[src/rtl/vita49_unpack_mc.sv]
// VITA-49 signal-data unpacker: strips the 5-word header, routes payload by stream ID,
// optionally holds packets until their timestamp, and keeps saturating error counters.
module vita49_unpack_mc #(
    parameter int unsigned NUM_STREAMS = 4,
    parameter int unsigned TDEST_W     = 2
) (
    input  logic                      AXIS_ACLK,
    input  logic                      AXIS_ARESET,
    input  logic [31:0]               S_AXIS_TDATA,
    input  logic                      S_AXIS_TVALID,
    input  logic                      S_AXIS_TLAST,
    output logic                      S_AXIS_TREADY,
    output logic [31:0]               M_AXIS_TDATA,
    output logic                      M_AXIS_TVALID,
    output logic                      M_AXIS_TLAST,
    output logic [TDEST_W-1:0]        M_AXIS_TDEST,
    input  logic                      M_AXIS_TREADY,
    input  logic [31:0]               ctrl,
    output logic [31:0]               status,
    input  logic [32*NUM_STREAMS-1:0] streamID,
    input  logic [NUM_STREAMS-1:0]    stream_en,
    input  logic [31:0]               timestamp_sec,
    input  logic [63:0]               timestamp_fsec
);

    localparam int unsigned SLOT_W = (NUM_STREAMS > 1) ? $clog2(NUM_STREAMS) : 1;

    typedef enum logic [3:0] {
        S_HDR, S_SID, S_TSI, S_TSFH, S_TSFL, S_WAIT, S_PAY, S_DROP, S_PASS
    } state_t;

    state_t             state_q, state_n;
    logic [3:0]         cnt_q;
    logic [15:0]        rem_q;
    logic [SLOT_W-1:0]  slot_q;
    logic [31:0]        tsi_q, tsfh_q, tsfl_q;
    logic               first_q;
    logic [3:0]         last_q [NUM_STREAMS];
    logic [NUM_STREAMS-1:0] valid_q;
    logic [7:0]         late_q, nomatch_q, seq_q;
    logic [6:0]         len_q;

    logic               run_c, hs, hit_c, hdr_bad_c, seq_bad_c, t_lt_l_c, t_gt_l_c;
    logic [SLOT_W-1:0]  idx_c;
    logic               s_ready_c, m_valid_c, m_last_c;
    logic [31:0]        m_data_c;
    logic [TDEST_W-1:0] m_dest_c;
    logic               ld_hdr, ld_sid, ld_tsi, ld_tsfh, ld_tsfl, dec_rem, seq_upd;
    logic               inc_len, inc_nomatch, inc_seq, inc_late;
    logic               ctrl_unused;

    assign ctrl_unused = &{1'b0, ctrl[31:4]};

    // Any reset forces the handshake outputs low and the data outputs to zero
    assign run_c     = !AXIS_ARESET && !ctrl[1];
    assign hdr_bad_c = (S_AXIS_TDATA[31:28] != 4'h1) || (S_AXIS_TDATA[15:0] < 16'd6);
    assign seq_bad_c = valid_q[slot_q] && (cnt_q != 4'(last_q[slot_q] + 4'd1));
    assign t_lt_l_c  = {tsi_q, tsfh_q, tsfl_q} < {timestamp_sec, timestamp_fsec};
    assign t_gt_l_c  = {tsi_q, tsfh_q, tsfl_q} > {timestamp_sec, timestamp_fsec};

    // Lowest enabled slot with a matching ID wins
    always_comb begin
        hit_c = 1'b0;
        idx_c = '0;
        for (int i = int'(NUM_STREAMS) - 1; i >= 0; i--) begin
            if (stream_en[i] && (S_AXIS_TDATA == streamID[32*i +: 32])) begin
                hit_c = 1'b1;
                idx_c = SLOT_W'(i);
            end
        end
    end

    always_comb begin
        state_n     = state_q;
        s_ready_c   = 1'b0;
        m_valid_c   = 1'b0;
        m_last_c    = 1'b0;
        m_data_c    = '0;
        m_dest_c    = '0;
        hs          = 1'b0;
        ld_hdr      = 1'b0;
        ld_sid      = 1'b0;
        ld_tsi      = 1'b0;
        ld_tsfh     = 1'b0;
        ld_tsfl     = 1'b0;
        dec_rem     = 1'b0;
        seq_upd     = 1'b0;
        inc_len     = 1'b0;
        inc_nomatch = 1'b0;
        inc_seq     = 1'b0;
        inc_late    = 1'b0;
        unique case (state_q)
            S_HDR: begin
                if (ctrl[0] && ctrl[3]) begin
                    s_ready_c = run_c && M_AXIS_TREADY;
                    m_valid_c = run_c && S_AXIS_TVALID;
                    m_data_c  = run_c ? S_AXIS_TDATA : '0;
                    m_last_c  = run_c && S_AXIS_TLAST;
                    hs        = S_AXIS_TVALID && s_ready_c;
                    if (hs && !S_AXIS_TLAST) state_n = S_PASS;
                end else if (ctrl[0]) begin
                    s_ready_c = run_c;
                    hs        = S_AXIS_TVALID && s_ready_c;
                    if (hs) begin
                        if (hdr_bad_c || S_AXIS_TLAST) begin
                            inc_len = 1'b1;
                            state_n = S_AXIS_TLAST ? S_HDR : S_DROP;
                        end else begin
                            ld_hdr  = 1'b1;
                            state_n = S_SID;
                        end
                    end
                end
            end
            S_SID: begin
                s_ready_c = run_c && ctrl[0];
                hs        = S_AXIS_TVALID && s_ready_c;
                if (hs) begin
                    ld_sid = 1'b1;
                    if (S_AXIS_TLAST) begin
                        inc_len = 1'b1;
                        state_n = S_HDR;
                    end else if (!hit_c) begin
                        inc_nomatch = 1'b1;
                        state_n     = S_DROP;
                    end else begin
                        state_n = S_TSI;
                    end
                end
            end
            S_TSI, S_TSFH: begin
                s_ready_c = run_c && ctrl[0];
                hs        = S_AXIS_TVALID && s_ready_c;
                if (hs) begin
                    ld_tsi  = (state_q == S_TSI);
                    ld_tsfh = (state_q == S_TSFH);
                    if (S_AXIS_TLAST) begin
                        inc_len = 1'b1;
                        state_n = S_HDR;
                    end else begin
                        state_n = (state_q == S_TSI) ? S_TSFH : S_TSFL;
                    end
                end
            end
            S_TSFL: begin
                s_ready_c = run_c && ctrl[0];
                hs        = S_AXIS_TVALID && s_ready_c;
                if (hs) begin
                    ld_tsfl = 1'b1;
                    if (S_AXIS_TLAST) begin
                        inc_len = 1'b1;
                        state_n = S_HDR;
                    end else begin
                        seq_upd = 1'b1;
                        inc_seq = seq_bad_c;
                        state_n = ctrl[2] ? S_WAIT : S_PAY;
                    end
                end
            end
            S_WAIT: begin
                // Lateness is judged only on entry; afterwards just wait for local time
                if (first_q && t_lt_l_c) begin
                    inc_late = 1'b1;
                    state_n  = S_DROP;
                end else if (!t_gt_l_c) begin
                    state_n = S_PAY;
                end
            end
            S_PAY: begin
                s_ready_c = run_c && M_AXIS_TREADY;
                m_valid_c = run_c && S_AXIS_TVALID;
                m_data_c  = run_c ? S_AXIS_TDATA : '0;
                m_dest_c  = run_c ? TDEST_W'(slot_q) : '0;
                m_last_c  = run_c && ((rem_q == 16'd1) || S_AXIS_TLAST);
                hs        = S_AXIS_TVALID && s_ready_c;
                if (hs) begin
                    dec_rem = 1'b1;
                    if (S_AXIS_TLAST) begin
                        inc_len = (rem_q != 16'd1);
                        state_n = S_HDR;
                    end else if (rem_q == 16'd1) begin
                        inc_len = 1'b1;
                        state_n = S_DROP;
                    end
                end
            end
            S_DROP: begin
                s_ready_c = run_c;
                hs        = S_AXIS_TVALID && s_ready_c;
                if (hs && S_AXIS_TLAST) state_n = S_HDR;
            end
            S_PASS: begin
                s_ready_c = run_c && M_AXIS_TREADY;
                m_valid_c = run_c && S_AXIS_TVALID;
                m_data_c  = run_c ? S_AXIS_TDATA : '0;
                m_last_c  = run_c && S_AXIS_TLAST;
                hs        = S_AXIS_TVALID && s_ready_c;
                if (hs && S_AXIS_TLAST) state_n = S_HDR;
            end
            default: state_n = S_HDR;
        endcase
    end

    always_ff @(posedge AXIS_ACLK or posedge AXIS_ARESET) begin
        if (AXIS_ARESET) begin
            state_q   <= S_HDR;
            cnt_q     <= '0;
            rem_q     <= '0;
            slot_q    <= '0;
            tsi_q     <= '0;
            tsfh_q    <= '0;
            tsfl_q    <= '0;
            first_q   <= 1'b0;
            valid_q   <= '0;
            late_q    <= '0;
            nomatch_q <= '0;
            seq_q     <= '0;
            len_q     <= '0;
            for (int i = 0; i < int'(NUM_STREAMS); i++) last_q[i] <= '0;
        end else if (ctrl[1]) begin
            state_q   <= S_HDR;
            first_q   <= 1'b0;
            valid_q   <= '0;
            late_q    <= '0;
            nomatch_q <= '0;
            seq_q     <= '0;
            len_q     <= '0;
        end else begin
            state_q <= state_n;
            first_q <= (state_q != S_WAIT);
            if (ld_hdr) begin
                cnt_q <= S_AXIS_TDATA[19:16];
                rem_q <= S_AXIS_TDATA[15:0] - 16'd5;
            end
            if (dec_rem) rem_q <= rem_q - 16'd1;
            if (ld_sid)  slot_q <= idx_c;
            if (ld_tsi)  tsi_q  <= S_AXIS_TDATA;
            if (ld_tsfh) tsfh_q <= S_AXIS_TDATA;
            if (ld_tsfl) tsfl_q <= S_AXIS_TDATA;
            if (seq_upd) begin
                last_q[slot_q]  <= cnt_q;
                valid_q[slot_q] <= 1'b1;
            end
            if (inc_len && (len_q != '1))         len_q     <= len_q + 7'd1;
            if (inc_nomatch && (nomatch_q != '1)) nomatch_q <= nomatch_q + 8'd1;
            if (inc_seq && (seq_q != '1))         seq_q     <= seq_q + 8'd1;
            if (inc_late && (late_q != '1))       late_q    <= late_q + 8'd1;
        end
    end

    assign S_AXIS_TREADY = s_ready_c;
    assign M_AXIS_TDATA  = m_data_c;
    assign M_AXIS_TVALID = m_valid_c;
    assign M_AXIS_TLAST  = m_last_c;
    assign M_AXIS_TDEST  = m_dest_c;
    assign status        = {late_q, nomatch_q, seq_q, len_q, (state_q != S_HDR)};

endmodule
[config.mk]
export PLATFORM = sky130hd
export DESIGN_NAME = vita49_unpack_mc
export DESIGN_NICKNAME = d
export VERILOG_FILES = /design/src/rtl/vita49_unpack_mc.sv
export SDC_FILE = /design/constraint.sdc
export NUM_CORES = 1
export LEC_CHECK = 0
export ABC_AREA = 1
export BUFFER_PORTS_ARGS = -buffer_cell sky130_fd_sc_hd__buf_2
export CORE_ASPECT_RATIO = 0.6
export CORE_MARGIN = 2
export CORE_UTILIZATION = 35
export DETAILED_ROUTE_END_ITERATION = 8
export PLACE_DENSITY = 0.63
export SLEW_MARGIN = 20
export SYNTH_ARGS = -nofsm -noshare
export SYNTH_HDL_FRONTEND = slang
export SYNTH_SLANG_ARGS = --single-unit
[constraint.sdc]
create_clock -name AXIS_ACLK -period 5.1 [get_ports AXIS_ACLK]
set_input_delay 0.765 -clock AXIS_ACLK [delete_from_list [all_inputs] [get_ports AXIS_ACLK]]
set_output_delay 0.765 -clock AXIS_ACLK [all_outputs]
set_load 0.1 [all_outputs]
**Word-level counts from Yosys, hierarchy flattened**

Index checks and enable logic that the tools add are counted.

- Add/sub/neg operators: 7
- Magnitude comparators: 7
- Equal/unequal tests: 32
- Muxes and demuxes: 103
- Bitwise gates (word level): 3
- Reduce and logical (&&, ||, !) cells: 49

Operators with widths:

| cell | number |
|---|---|
| 32-bit equality test | 4 |
| 96-bit > comparator | 1 |
| 96-bit less-than comparator | 1 |
| 4-bit two-way mux | 20 |
| 32-bit two-way mux | 2 |
| 32-bit one-hot mux with 2 select lines | 1 |
| 8-bit two-way mux | 6 |
| 1-bit two-way mux | 46 |
| 16-bit two-way mux | 2 |
| 4-bit one-hot mux with 8 select lines | 1 |
| 8-bit by 1-bit adder with 8-bit output, second input constant | 3 |
| 1-bit logical AND | 24 |
| 8-bit inequality test, second input constant | 3 |
| 3-bit two-way mux | 7 |
| 4-bit inequality test, second input constant | 5 |
| 3-bit inequality test, second input constant | 6 |
| 16-bit bitwise mux | 1 |
| 16-bit by 1-bit equality test with 1-bit output, second input constant | 1 |
| 4-bit by 3-bit equality test with 1-bit output, second input constant | 4 |
| 16-bit by 3-bit less-than comparator with 1-bit output, second input constant | 1 |
| 16-bit by 1-bit inequality test with 1-bit output, second input constant | 1 |
| 16-bit by 1-bit subtractor with 16-bit output, second input constant | 1 |
| 16-bit by 3-bit subtractor with 16-bit output, second input constant | 1 |
| 2-bit two-way mux | 7 |
| 33 further kinds | 52 |

- Flip-flop bits (word level): 174
- Input bits: 297
- Output and inout port bits: 69
- Word-level logic and storage cells: 218

**Depth between registers and ports, before layout**

Gate-level depths: netlist of the first run.

- Word-level depth: 13
- Gate-level depth with buffers: 18
- Mapped depth without buffers: 18

**Least setup slack after synthesis of the first run**

Ideal clock, no wire load.

- Kind: input -> output
- From: in ctrl[1]
- To: out M_AXIS_TDATA[14]
- Arrival: 3.487 ns
- Slack: 0.848 ns
- Stages on the path: 4
- Cells stage by stage: nor2_1 > clkinv_1 > clkbuf_1 > nor3_1

- Longest elaborated chain between the ends: 5

Ends and longest elaborated chain:

| item | RTL line | source |
|---|---|---|
| start, declared | 18 | `input logic [31:0] ctrl,` |
| 1-bit logical NOT * | 55 | `assign run_c = !AXIS_ARESET && !ctrl[1];` |
| 1-bit logical AND * | 55 |  |
| 32-bit two-way mux * | 97, 172, 195 |  |
| 32-bit two-way mux | 94 | `if (ctrl[0] && ctrl[3]) begin` |
| 32-bit one-hot mux with 2 select lines * | 92 | `unique case (state_q)` |
| end, declared | 13 | `output logic [31:0] M_AXIS_TDATA,` |

Mark *: on every way between the ends. The rest lies on a longest branch, timed or not.

**Worst setup path in the final report of the first run**

- From: reg state_q[0]
- To: out M_AXIS_TDATA[12]

- Longest elaborated chain between the ends: 3

Ends and longest elaborated chain:

| item | RTL line | source |
|---|---|---|
| start, declared | 32 | `state_t state_q, state_n;` |
| start signal, assigned | 229 | `state_q <= state_n;` |
| 4-bit equality test / 4-bit by 3-bit equality test with 1-bit output (equally long branches) | -- |  |
| 2-bit OR reduction (no line) | -- |  |
| 32-bit one-hot mux with 2 select lines * | 92 |  |

Marks and branches as above.

==> results of run 1 <==
-- through the flow --
| stage | cells | area (um2) | setup slack [ns] | total power [mW] |
|---|---|---|---|---|
| after detailed placement | 2632 | 15100 | 1.57 | 4.01 |
| final | 2670 | 15800 | 1.67 | 5.38 |
| after CTS | 2664 | 15700 | 1.60 | 5.39 |
| after floorplan | 1869 | 13000 | 0.848 | 3.39 |
| after global routing | 2669 | 15800 | 1.48 | 5.76 |
| after global placement | 2632 | 15100 | 1.65 | 3.94 |
-- routing by layer --
metal  up-vias  GRT usage  share of wire
li1       6651          -              -
met1      6185      0.349           0.46
met2       496      0.386           0.44
met3        74     0.0480          0.071
met4         2     0.0837          0.030
met5         -          0        0.00023
-- power by group --
part / internal [mW] / leakage [nW] / total, mW / switching (mW)
Sequential: 1.73 / 2.28 / 1.99 / 0.264
Combinational: 0.705 / 5.97 / 2.02 / 1.32
Clock: 0.748 / 0.288 / 1.37 / 0.619
-- worst max-delay path, stage by stage, from the launching register on --
cell	delay, ns
dfrtp_1	0.44
inv_2	0.11
nand2_2	0.11
a211oi_1	0.35
nor2_2	0.24
buf_4	0.26
nor3_1	0.21
buf_2	0.48
-- cells by family after synthesis --
logic type	after synthesis	share of synthesized area
xor gates and xnor gates	67	0.0450
buffers and inverters	339	0.102
AOI/OAI and AO/OA	325	0.132
adders and majority gates	105	0.101
and+or+nand+nor	859	0.286
DFF	174	0.334
-- worst paths after layout --
path,slack [ns],startpoint,to
worst min-delay path,0.49,last_q[12],last_q[12]
worst max register to register,2.00,tsi_q[31],late_q[0]
worst min register to register,0.49,last_q[12],last_q[12]
min in group asynchronous,0.50,AXIS_ARESET,len_q[0]
max in group asynchronous,3.61,AXIS_ARESET,slot_q[0]
worst max-delay path,1.67,state_q[0],M_AXIS_TDATA[12]
-- state kept, by name (all words and copies together), names as in the netlist --
signal     cells
state_q        4
last_q        16
tsfl_q        32
cnt_q          4
late_q         8
seq_q          8
tsi_q         32
first_q        1
nomatch_q      8
tsfh_q        32
slot_q         2
valid_q        4
len_q          7
rem_q         16
-- placed cells by master, fill, tap and decap left out, types with 4 or more instances in the layout --
cell type,count
nand2_1,377
buf_2,337
nor2_1,266
inv_1,248
a21oi_1,175
dfrtp_1,174
o21ai_0,105
ha_1,105
nand3_1,67
nor3_1,58
xor2_1,41
nand4_1,36
inv_2,30
xnor2_1,26
clkbuf_16,17
o22ai_1,9
nor2_4,7
buf_4,7
diode_2,6
nor2_2,6
nor4_1,6
a22oi_1,6
o21ai_1,5
nor3_2,4
or2_2,4
a21boi_0,4
o21a_1,4
a31oi_1,4
clkinv_4,4
inv_6,4
-- cell type report --
type	count	area share
clock buffers	20	0.0284
repair buffers	345	0.112
inverters	281	0.0672
diodes	6	0.000953
flip-flops and latches	174	0.276
well taps	476	0.0378
multi-input cells	1356	0.468
clock inverters	12	0.00945
==> results.sh, run 1 <==
export IMPL_finClkSkew_ns=0.0118
export IMPL_synth_area_um2=13000
export IMPL_period_share=0.672
export IMPL_cap_violations=0
export IMPL_place_congestion=0.930
export IMPL_synth_cells=1869
export IMPL_slew_viol_final=0
export IMPL_fill_cells=3822
export IMPL_ir_drop_mv=0.241
export IMPL_drt_iter0_drc=1143
export IMPL_htree_levels=4
export IMPL_hold_depth=2
export IMPL_firstDrtPassIters=5
export IMPL_startpoint_type="flip-flop"
export IMPL_antenna_found_initial=6
export IMPL_ant_nets=0
export IMPL_dieArea_um2=38800
export IMPL_ctsHoldBuffers=0
export IMPL_yosys_warnings=0
export IMPL_numCtsBuffers=17
export IMPL_core_um2=36500
export IMPL_worst_pin_slew_ns=1.18
export IMPL_area_growth_synth_to_final_pct=20.9
export IMPL_finalCriticalPeriod_ns=3.43
export IMPL_p_leak_nw=8.54
export IMPL_fin_util=0.432
export IMPL_start_util=0.357
export IMPL_setup_viol=0
export IMPL_synth_area_leaders="dfrtp_1 (33%), nand2_1 (11%), ha_1 (10%)"
export IMPL_synth_nets=2271
export IMPL_grt_pass1_wl_um=72900
export IMPL_seq_area_um2=4350
export IMPL_critPathMaxFanout=18
export IMPL_worstPathArrival_ns=2.66
export IMPL_ys_seq_elements=174
export IMPL_die_h_um=153
export IMPL_status="finished clean"
export IMPL_synth_edff_count=0
export IMPL_drive_gt1_frac=0.203
export IMPL_setup_tns_ns=0
export IMPL_grt_pass1_vias=12600
export IMPL_synth_avg_cell_area_um2=6.97
export IMPL_grt_start_max_net_pins=175
export IMPL_grt_overflow=0
export IMPL_dp_hpwl_um=38500
export IMPL_die_x_um=253
export IMPL_p_per_area_nw_per_um2=341
export IMPL_max_freq_ghz=0.292
export IMPL_synthArstFlopShare=1.00
export IMPL_root_buffer="clkbuf_16"
export IMPL_hold_ws_ns=0.487
export IMPL_crit_type="flip-flop to output port"
export IMPL_synth_most_common_cell="nand2_1"
export IMPL_cts_resized=0
export IMPL_relSlewSlack=0.215
export IMPL_ys_seq_area_frac=0.334
export IMPL_wl_um=48300
export IMPL_post_cts_buffers=0
export IMPL_boundaryPins=366
export IMPL_portBuffers=337
export IMPL_min_path_type="flip-flop to flip-flop"
export IMPL_ys_types=53
export IMPL_cts_tree="built"
export IMPL_rows=54
export IMPL_multiInputGateArea_um2=7380
export IMPL_grtUsageTotal=0.250
export IMPL_post_drt_wl_per_cell_um=18.1
export IMPL_clk_pin_slew_ns=0.07
export IMPL_vias=13400
export IMPL_hold_viol_final=0
export IMPL_clkSinkCount=174
export IMPL_r2r_cells=12
export IMPL_clock_latency_ns=0.45
export IMPL_rsz0062_at_grt="false"
export IMPL_synth_common_cells="nand2_1 (377), nor2_1 (270), inv_1 (250)"
export IMPL_cp_required_ns=4.34
export IMPL_synth_top_area_share=0.334
export IMPL_final_nets=2577
export IMPL_yosys_area_top_type="dfrtp_1"
export IMPL_crit_path_end_kind="output port"
export IMPL_ys_flop_type="dfrtp_1"
export IMPL_drc=0
export IMPL_viasPerCell=5.02
export IMPL_cts_path_max_buffers=2
No activity file was read; power rests on OpenSTA's default activity.
==> run 2, diff against run 1 <==
--- a/config.mk
+++ b/config.mk
@@ -5,13 +5,13 @@
 export SDC_FILE = /design/constraint.sdc
 export NUM_CORES = 1
 export LEC_CHECK = 0
-export ABC_AREA = 1
+export ABC_AREA = 0
 export BUFFER_PORTS_ARGS = -buffer_cell sky130_fd_sc_hd__buf_2
 export CORE_ASPECT_RATIO = 0.6
 export CORE_MARGIN = 2
 export CORE_UTILIZATION = 35
 export DETAILED_ROUTE_END_ITERATION = 8
-export PLACE_DENSITY = 0.63
+export PLACE_DENSITY = 0.61
 export SLEW_MARGIN = 20
 export SYNTH_ARGS = -nofsm -noshare
 export SYNTH_HDL_FRONTEND = slang
==> constraint.sdc (replaced) <==
create_clock -name AXIS_ACLK -period 3.6 [get_ports AXIS_ACLK]
set_input_delay 0.54 -clock AXIS_ACLK [delete_from_list [all_inputs] [get_ports AXIS_ACLK]]
set_output_delay 0.54 -clock AXIS_ACLK [all_outputs]
set_load 0.1 [all_outputs]
==> run 2 against run 1 <==
Effect of this change: utilization up 1.9 points; global-route usage up 0.56 points; critical endpoint is now M_AXIS_TLAST; non-clock buffer count up 38; register-to-register slack worse by 1.8 ns; routed wire length down 1.7%; synthesized cell count down 29%; worst setup slack worse by 1.5 ns; critical path depth up 2; flip-flop and latch count unchanged; worst hold slack worse by 0.17 ns; cell count down 20%; area after synthesis down 4.6%.
==> results.sh, run 2 <==
export IMPL_worstPathArrival_ns=2.84
export IMPL_rsz0062_at_grt="false"
export IMPL_synth_edff_count=0
export IMPL_synth_common_cells="dfrtp_1 (174), inv_1 (122), ha_1 (105)"
export IMPL_ys_flop_type="dfrtp_1"
export IMPL_synthArstFlopShare=1.00
export IMPL_ir_drop_mv=0.315
export IMPL_p_per_area_nw_per_um2=300
export IMPL_core_um2=35000
export IMPL_synth_top_area_share=0.350
export IMPL_critPathMaxFanout=6
export IMPL_cap_violations=0
export IMPL_synth_area_leaders="dfrtp_1 (35%), ha_1 (11%), mux2_2 (9.2%)"
export IMPL_top_regs="tsfh_q (32), tsfl_q (32), tsi_q (32)"
export IMPL_numCtsBuffers=17
export IMPL_start_util=0.355
export IMPL_synth_cells=1320
export IMPL_met3_length_um=3110
export IMPL_slew_viol_final=0
export IMPL_clkSinkCount=174
export IMPL_root_buffer="clkbuf_16"
export IMPL_die_x_um=247
export IMPL_worst_pin_slew_ns=0.829
export IMPL_grt_pass1_vias=10800
export IMPL_power_switching_mw=1.43
export IMPL_wl_um=47400
export IMPL_synth_most_common_cell="dfrtp_1"
export IMPL_synth_avg_cell_area_um2=9.41
export IMPL_status="finished clean"
export IMPL_setup_viol=0
export IMPL_hold_ws_ns=0.319
export IMPL_synth_area_um2=12400
export IMPL_firstDrtPassIters=8
export IMPL_crit_type="flip-flop to output port"
export IMPL_die_h_um=150
export IMPL_min_path_type="input pin to async pin"
export IMPL_period_share=0.939
export IMPL_ys_seq_area_frac=0.350
export IMPL_finalCriticalPeriod_ns=3.38
export IMPL_final_common_cell="buf_2"
export IMPL_place_congestion=0.935
export IMPL_dr_wl_met2_um=21400
export IMPL_p_seq_frac=0.423
export IMPL_vias=11400
export IMPL_cts_tree="built"
export IMPL_p_clk_frac=0.394
export IMPL_combPwrFrac=0.183
export IMPL_mostFrequentLayoutCells="buf_2 (309), dfrtp_1 (174), inv_1 (121), ha_1 (105), mux2_2 (101)"
export IMPL_clk_pin_slew_ns=0.07
export IMPL_drt_met1_wl_um=22200
export IMPL_drc=0
export IMPL_antenna_found_initial=3
export IMPL_yosys_area_top_type="dfrtp_1"
export IMPL_ctsHoldBuffers=0
export IMPL_ys_types=72
export IMPL_rows=53
export IMPL_crit_path_end_kind="output port"
export IMPL_yosys_warnings=0
export IMPL_finClkSkew_ns=0.0135
export IMPL_htree_levels=4
export IMPL_clock_latency_ns=0.45
export IMPL_drt_iter0_drc=1060
export IMPL_max_freq_ghz=0.296
export IMPL_drive_gt1_frac=0.325
export IMPL_cts_path_max_buffers=2
export IMPL_internal_power_mw=3.30
export IMPL_boundaryPins=366
export IMPL_dieArea_um2=37100
export IMPL_relSlewSlack=0.448
export IMPL_cp_required_ns=3.06
export IMPL_area_growth_synth_to_final_pct=26.9
export IMPL_startpoint_type="flip-flop"
export IMPL_swShare=0.303
export IMPL_post_drt_wl_per_cell_um=22.2
export IMPL_ant_nets=0
export IMPL_ys_seq_elements=174
export IMPL_grt_start_max_net_pins=146
export IMPL_hold_viol_final=0
export IMPL_synth_nets=1722
export IMPL_grt_overflow=0
export IMPL_final_nets=2060
export IMPL_maxUsedRoutingLayer="met4"
export IMPL_p_leak_nw=8.11
export IMPL_grtUsageTotal=0.255
export IMPL_dp_hpwl_um=37100
export IMPL_grt_pass1_wl_um=68900
export IMPL_portBuffers=337
export IMPL_viasPerCell=5.32
export IMPL_setup_tns_ns=0
-- run 2: cell type report --
class	instances	area, um2
Clock buffer	20	447
Antenna cell	3	7.51
Inverter	122	462
Fill cell	3443	19200
Sequential cell	174	4350
Timing Repair Buffer	383	2450
Clock inverter	12	121
Tap cell	467	584
Multi-Input combinational cell	960	7340
-- run 2: timing repair --
item | CTS | global route
setup endpoints to repair | 0 | 1
resized for setup | 0 | 1
buffers inserted | 0 | 0
-- run 2: power groups by stage --
stage               Sequential, mW  Clock, mW  Combinational [mW]
floorplan                     2.03          0               0.456
global placement              2.04          0               0.845
detailed placement            2.04          0               0.856
CTS                           2.00       1.89               0.861
global route                  2.00       1.98               0.935
finish                        2.00       1.86               0.865
-- run 2: critical path: stages (launching register included) --
cell,delay [ns]
dfrtp_1,0.44
nor4_1,0.30
buf_4,0.17
and4b_1,0.29
nand3_1,0.15
ha_1,0.22
inv_1,0.05
a22oi_1,0.10
nor4bb_4,0.28
clkbuf_4,0.38
-- run 2: worst paths after layout --
kind                        startpoint      endpoint  slack, ns  cells past startpoint
setup / recovery              rem_q[6]  M_AXIS_TLAST       0.22                      9
hold / removal             AXIS_ARESET    state_q[0]       0.32                      3
setup reg to reg            tsfh_q[23]     late_q[5]       0.24                     10
hold reg to reg              tsfl_q[0]     tsfl_q[0]       0.48                      2
max in group asynchronous  AXIS_ARESET    tsfh_q[15]       2.59                      3
min in group AXIS_ACLK       tsfl_q[0]     tsfl_q[0]       0.48                      2
-- run 2: logic make-up after synthesis --
family | share of synthesized area
AO/OA/AOI/OAI | 0.0998
XOR/XNOR | 0.112
adder cells (fa/ha/maj) | 0.106
buffers and inverters | 0.0603
flip-flops | 0.350
multiplexers | 0.105
AND/OR/NAND/NOR | 0.166
-- run 2: routing by layer --
metal | track usage | vias to the layer above
li1 | - | 5309
met1 | 0.366 | 5621
met2 | 0.399 | 412
met3 | 0.0515 | 46
met4 | 0.0479 | 0
met5 | 0 | -
-- run 2: through the flow --
stage / setup slack [ns] / total power, mW / cell area, um2 / instances / utilization
floorplan: -1.09 / 2.49 / 12400 / 1320 / -
global placement: 0.0949 / 2.88 / 15200 / 2106 / 0.434
detailed placement: 0.0536 / 2.90 / 15200 / 2106 / 0.434
CTS: 0.152 / 4.75 / 15800 / 2138 / 0.450
global route: 0.0544 / 4.92 / 15800 / 2140 / 0.450
finish: 0.220 / 4.73 / 15800 / 2141 / 0.450
